<file path="src/rtl/bk_adder_pipe.sv">
// bk_adder_pipe: pipelined Brent-Kung prefix adder/subtractor with valid/ready
// handshakes on both sides.
//
// Parameters:
//   WIDTH      operand/sum width in bits (>= 2)
// Ports:
//   clk        rising-edge clock
//   rst        synchronous active-high reset; flushes every in-flight beat
//   in_valid   operand beat present
//   in_ready   beat accepted this cycle (combinational from out_valid/out_ready)
//   X, Y       operands
//   cin        carry-in (add) or borrow-in (sub)
//   sub        0: S = X + Y + cin, 1: S = X - Y - cin
//   out_valid  result beat present
//   out_ready  consumer takes the result this cycle
//   S          sum/difference mod 2^WIDTH
//   cout       carry-out (NOT-borrow in sub mode)
//   ovf        two's-complement signed overflow
//   zero       S == 0
//
// Pipeline: R1 (X, Yeff, ceff) -> bitwise g/p/h + up-sweep -> R2 (h, up-sweep g/p)
// -> down-sweep + sum -> R3 (S, cout, ovf, zero). All stages advance together
// whenever the output register is empty or being drained.
module bk_adder_pipe #(
    parameter int unsigned WIDTH = 16
) (
    input  logic             clk,
    input  logic             rst,
    input  logic             in_valid,
    output logic             in_ready,
    input  logic [WIDTH-1:0] X,
    input  logic [WIDTH-1:0] Y,
    input  logic             cin,
    input  logic             sub,
    output logic             out_valid,
    input  logic             out_ready,
    output logic [WIDTH-1:0] S,
    output logic             cout,
    output logic             ovf,
    output logic             zero
);
    localparam int unsigned LVL = $clog2(WIDTH);

    logic adv;

    // R1
    logic             v1;
    logic [WIDTH-1:0] x1, y1;
    logic             c1;
    // R2
    logic             v2;
    logic [WIDTH-1:0] h2, g2, p2;
    logic             c2;
    // R3
    logic             v3;
    logic [WIDTH-1:0] s3;
    logic             cout3, ovf3, zero3;

    assign adv      = ~v3 | out_ready;
    assign in_ready = adv;

    // Bitwise generate/propagate/half-sum; the carry-in is folded into bit 0's
    // generate so the prefix network needs no separate carry input.
    logic [WIDTH-1:0] g0, p0, h0;
    always_comb begin
        h0    = x1 ^ y1;
        g0    = x1 & y1;
        p0    = x1 | y1;
        g0[0] = (x1[0] & y1[0]) | (p0[0] & c1);
    end

    // Up-sweep: level l combines pairs at span 2^l with black cells.
    for (genvar l = 0; l <= LVL; l++) begin : up
        logic [WIDTH-1:0] g, p;
        if (l == 0) begin : leaf
            assign g = g0;
            assign p = p0;
        end else begin : lvl
            for (genvar i = 0; i < WIDTH; i++) begin : node
                if ((i + 1) % (1 << l) == 0) begin : black
                    assign g[i] = up[l-1].g[i] | (up[l-1].p[i] & up[l-1].g[i - (1 << (l - 1))]);
                    assign p[i] = up[l-1].p[i] & up[l-1].p[i - (1 << (l - 1))];
                end else begin : pass
                    assign g[i] = up[l-1].g[i];
                    assign p[i] = up[l-1].p[i];
                end
            end
        end
    end

    // Down-sweep: step k works at group size 2^(LVL-k) and fills node
    // i = m*2^d + 2^(d-1) - 1 from the complete prefix just below its group.
    // Only group generates are needed here, so these are grey cells.
    for (genvar k = 0; k < LVL; k++) begin : dn
        logic [WIDTH-1:0] g;
        if (k == 0) begin : top
            assign g = g2;
        end else begin : lvl
            localparam int unsigned SPAN = 1 << (LVL - k - 1);
            for (genvar i = 0; i < WIDTH; i++) begin : node
                if (i >= 2 * SPAN && (i + 1) % (2 * SPAN) == SPAN) begin : grey
                    assign g[i] = dn[k-1].g[i] | (p2[i] & dn[k-1].g[i - SPAN]);
                end else begin : pass
                    assign g[i] = dn[k-1].g[i];
                end
            end
        end
    end

    // gfull[i] = G[i:0], the carry out of bit i.
    logic [WIDTH-1:0] gfull;
    assign gfull = dn[LVL-1].g;

    // Propagates of groups that already reach bit 0 are never consulted.
    logic unused_prop;
    assign unused_prop = ^p2;

    logic [WIDTH-1:0] s_next;
    always_comb begin
        s_next            = h2;
        s_next[0]         = h2[0] ^ c2;
        s_next[WIDTH-1:1] = h2[WIDTH-1:1] ^ gfull[WIDTH-2:0];
    end

    always_ff @(posedge clk) begin
        if (rst) begin
            v1    <= 1'b0;
            x1    <= '0;
            y1    <= '0;
            c1    <= 1'b0;
            v2    <= 1'b0;
            h2    <= '0;
            g2    <= '0;
            p2    <= '0;
            c2    <= 1'b0;
            v3    <= 1'b0;
            s3    <= '0;
            cout3 <= 1'b0;
            ovf3  <= 1'b0;
            zero3 <= 1'b0;
        end else if (adv) begin
            v1    <= in_valid;
            x1    <= X;
            y1    <= sub ? ~Y : Y;
            c1    <= sub ? ~cin : cin;
            v2    <= v1;
            h2    <= h0;
            g2    <= up[LVL].g;
            p2    <= up[LVL].p;
            c2    <= c1;
            v3    <= v2;
            s3    <= s_next;
            cout3 <= gfull[WIDTH-1];
            ovf3  <= gfull[WIDTH-1] ^ gfull[WIDTH-2];
            zero3 <= ~|s_next;
        end
    end

    assign out_valid = v3;
    assign S         = s3;
    assign cout      = cout3;
    assign ovf       = ovf3;
    assign zero      = zero3;

endmodule
</file>
<file path="config.mk">
export PLATFORM = sky130hd
export DESIGN_NAME = bk_adder_pipe
export DESIGN_NICKNAME = d
export VERILOG_FILES = /design/src/rtl/bk_adder_pipe.sv
export SDC_FILE = /design/constraint.sdc
export NUM_CORES = 1
export LEC_CHECK = 0
export CORE_ASPECT_RATIO = 0.5
export CORE_MARGIN = 2
export CORE_UTILIZATION = 45
export DETAILED_ROUTE_END_ITERATION = 6
export PLACE_DENSITY = 0.76
export SYNTH_ARGS = -nofsm -noshare
export SYNTH_HDL_FRONTEND = slang
export SYNTH_SLANG_ARGS = --single-unit
</file>
<file path="constraint.sdc">
create_clock -name clk -period 1.5 [get_ports clk]
set_input_delay 0.3 -clock clk [delete_from_list [all_inputs] [get_ports clk]]
set_output_delay 0.3 -clock clk [all_outputs]
set_load 0.03 [all_outputs]
</file>
# Word-level counts from Yosys, hierarchy flattened
# Cells that the tools add are included.
# totals
wordCells	97
out_inout_bits	21
inputBits	38
reg_bits	103
# classes
n_reduce_logical	2
bitwise	79
muxes	2
# ops
operator	n
$and A1 B1 Y1	42
$or A1 B1 Y1	28
$and A16 B16 Y16	1
$mux W16	1
$not A16 Y16	1
$or A16 B16 Y16	1
$reduce_or A16 Y1	1
$xor A16 B16 Y16	1
$xor A15 B15 Y15	1
$not A1 Y1	2
$xor A1 B1 Y1	2
$logic_not A1 Y1	1
$mux W1	1

# Longest topological paths before layout
# logic_depth
word_depth	11
ltp_mapped	8
depth_no_buf	7

# Worst setup path before layout
# No wires, ideal clock.
# synth_timing
path_type	register -> register
from	reg v3, in the netlist out_valid
to	reg g2[3], in the netlist dn[0].g[3]
path_buffers	3
path_stages_with_launch	8
arrival_time_ns	1.752
slack_ns	-0.323
synth_period_minus_slack_ns	1.823
setup_ns	0.070
required_time_ns	1.430
cell_sequence	dfxtp_1 nor2b_1 clkbuf_1 inv_1 clkbuf_1 clkbuf_1 nand2_1 a21oi_1
# synth_via
elab_chain_len	2
# synth_lines
element	line_no	rtl
start, declared	55	logic v3;
start signal, assigned	151	v3 <= v2;
$not A1 Y1	59	assign adv = ~v3 | out_ready;
$or A1 B1 Y1	59	
via in_ready	30	output logic in_ready,
end signal, assigned	148	g2 <= up[LVL].g;
end, declared	52	logic [WIDTH-1:0] h2, g2, p2;
# The timed path passes the listed nets, and every way through them passes these cells.
# A chain may end at the register's enable or synchronous reset.

# Final worst setup path
# layout_timing
from	reg g2[7], in the netlist dn[0].g[7]
to	reg zero3, in the netlist zero
# layout_via
elab_chain_len	9
word_cells_on_any_way	17
cone_classes	bitwise (15); reduce/logical (2)
# layout_lines
element	line_no	rtl
$and A1 B1 Y1	102	assign g[i] = dn[k-1].g[i] | (p2[i] & dn[k-1].g[i - SPAN]);
$or A1 B1 Y1	102	
$and A1 B1 Y1	102	
$or A1 B1 Y1	102	
$and A1 B1 Y1	102	
$or A1 B1 Y1	102	
$xor A15 B15 Y15 (*)	122	s_next[WIDTH-1:1] = h2[WIDTH-1:1] ^ gfull[WIDTH-2:0];
$reduce_or A16 Y1 (*)	155	zero3 <= ~|s_next;
$logic_not A1 Y1 (*)	155	
end signal, assigned	155	
end, declared	57	logic cout3, ovf3, zero3;
# Every way passes the cells marked *; elsewhere a longest branch is shown, timed or not.

==> results.tsv <==
metric	value	unit
status	finished, violations left	
failing checks	setup timing	
register area	1990	sq um
gpl congestion	0.803	
WL final	10.4	mm
pre-CTS setup slack	-226	ps
reg2reg end	zero	
final-report setup violation count	3	
ant diodes	0	
Area Overhead vs Synth	33.5	%
WHS Endpoint	S[10]	
Gate Count Post-Synth	549	
Fin. Hold Viols	0	
H-tree depth	3	
Final Worst Setup Slack	-135	ps
Mean Syn Cell Area	8.11	sq um
flops & latches, synth	99	
CP endpoint kind	register	
total grt overflow	0	
prevailing post-synth register cell	dfxtp_1	
Fin Setup TNS	-190	ps
Max IR drop VDD	0.534	mV
drt wl/cell	13.5	um
critical path startpoint category	register	
RSZ-0062 raised after global routing	yes	
Yosys top cell by area	dfxtp_1	
Worst path slowest cell	or4_4	
Total GRT Usage	20.4	%
Lkg Pwr	2.61	nW
Setup CP Type	reg2reg	
CTS tree	done	
HP Start	rst	
Setup Skew	7.90	ps
Mapped Area	4450	sq um
# DRC	0	
cts bufs inserted	9	
CORE AREA	9540	sq um
Max-Cap Viols	0	
IO Count	59	
Yosys cell types	30	
PD cells	1060	nW/um^2
initial antenna violation count	0	
synthesized net count	619	
clk sinks	99	
Period minus WS final	1630	ps
HPWL after detailed placement	7.14	mm
WP data required	1760	ps
Final nets	705	
clock-pin slew on the worst setup and hold paths	70	ps
part of the cycle the worst path needs	109	%
fmax	612	MHz
Max clock buf depth	2	
Max FO, Critical Path	4	
Die ar.	10800	sq um
Starting Density	46.7	%
Slew @ Worst Pin	357	ps
number of synthesized flops with an enable pin	0	
yosys warns	0	
CP cell instances	a21o_1 > a21oi_2 > xnor2_2 > or4_4 > o31ai_2	
post-synth top area share	44.5	%
Hold Buf Count CTS	0	
Die X	145	um
later-pin clock latency in the skew report	340	ps
worst r2r path cells	5	
vias	3801	
Synth area leaders	dfxtp_1, nand2_1, ha_1	
max_slew headroom	76.1	%
CP peak stage delay	540	ps
worst reg-to-reg setup slack	-130	ps
drt first pass iters	4	
IO buf count	58	
Final ANT Viol Nets	0	
fraction of registers with async set/reset	0	%
largest net degree at the start of global routing	59	
synth cell count leaders	nand2_1, dfxtp_1, a21oi_1, nor2_1, inv_1	
max-slew violations	0	
1st-iter DRT viols	200	
layout cell share with drive strength beyond 1	16.3	%
most numerous cell in the Yosys netlist	nand2_1	
Largest delay share family, worst path	compound AO/OA/AOI/OAI gates	
Critical Path AT	1900	ps
WHS Path Cells	2	
sequential area share after synthesis	44.5	%
vias in the first global route	3621	
Hold/Removal Path Class	in2reg	
area of the multi-input gates	2320	sq um
Core Rows	25	
Fillers	870	
first-pass GRT wire length	17.0	mm
Vias/cell	4.90	
Die Y	74.4	um
CP bufs+invs	0	
worst r2r src	dn[0].g[7]	
clk root buf	clkbuf_16	
registers in the layout, indices dropped and copies added, names as in the netlist, 11 cells and up:
register / cells
p2: 11
h2: 16
x1: 16
dn.g: 16
y1: 16
S: 16
power breakdown:
group	internal [mW]	leakage, nW	switching, mW	total [mW]
sequential	2.82	0.819	0.119	2.94
clock	1.30	0.136	0.992	2.29
combinational	0.521	1.65	0.557	1.08
how the worst max path moves through the flow:
stage / startpoint / end / slack (ps) / cells past startpoint
2_1_floorplan: x1[6] / dn[0].g[15] / 0.7 / 6
4_1_cts: dn[0].g[7] / zero / -150 / 5
6_report: dn[0].g[7] / zero / -130 / 5
3_5_place_dp: out_ready / p2[8] / -230 / 6
3_3_place_gp: out_ready / p2[6] / -160 / 6
5_1_grt: dn[0].g[7] / zero / -190 / 5
cell usage in the layout, fill, tap and decap left out, types with 12 or more instances in the layout:
| cell type | count |
|---|---|
| nand2_1 | 115 |
| dfxtp_1 | 91 |
| a21oi_1 | 63 |
| nor2_1 | 47 |
| buf_4 | 46 |
| clkdlybuf4s50_1 | 35 |
| inv_1 | 34 |
| a211oi_1 | 29 |
| ha_1 | 29 |
| dlygate4sd2_1 | 21 |
| xor2_1 | 18 |
| nor3_1 | 15 |
| xnor2_1 | 12 |
per-layer routing:
metal,GRT usage [%],vias up,part of all wire (%)
met5,0,-,0
met4,6.69,0,1.3
met3,4.51,12,3.4
met2,33.6,62,46
met1,27.1,1752,49
li1,-,1975,-
cells by family after synthesis:
| group | after synthesis | synth area share [%] |
|---|---|---|
| AOI/OAI and AO/OA | 116 | 15.7 |
| xor gates and xnor gates | 34 | 6.69 |
| adders and majority gates | 32 | 8.99 |
| buffers and inverters | 73 | 6.21 |
| DFF | 99 | 44.5 |
| and+or+nand+nor | 195 | 17.9 |
repair_timing:
action,4_1_cts,5_1_grt
setup endpoints to repair,24,8
pin swaps,3,5
gates resized for setup,37,13
buffers inserted,1,2
cell type report:
cell class,count,share of cell area (%)
tap,135,2.84
multi-input combinational,377,39.0
timing repair buffer,110,17.2
clock inverter,5,1.05
inverter,38,2.44
clock buffer,11,3.91
sequential,99,33.5
through the flow:
stage	cells	util (%)	hold WS (ps)	instance area, sq um	total power [mW]
floorplan	549	-	432	4490	3.57
global placement	757	58.1	438	5540	4.02
detailed placement	757	58.1	445	5540	4.04
CTS	774	61.6	271	5880	6.34
global route	775	62.3	297	5950	6.58
finish	775	62.3	280	5950	6.31
Power figures use the tool's default switching activity.
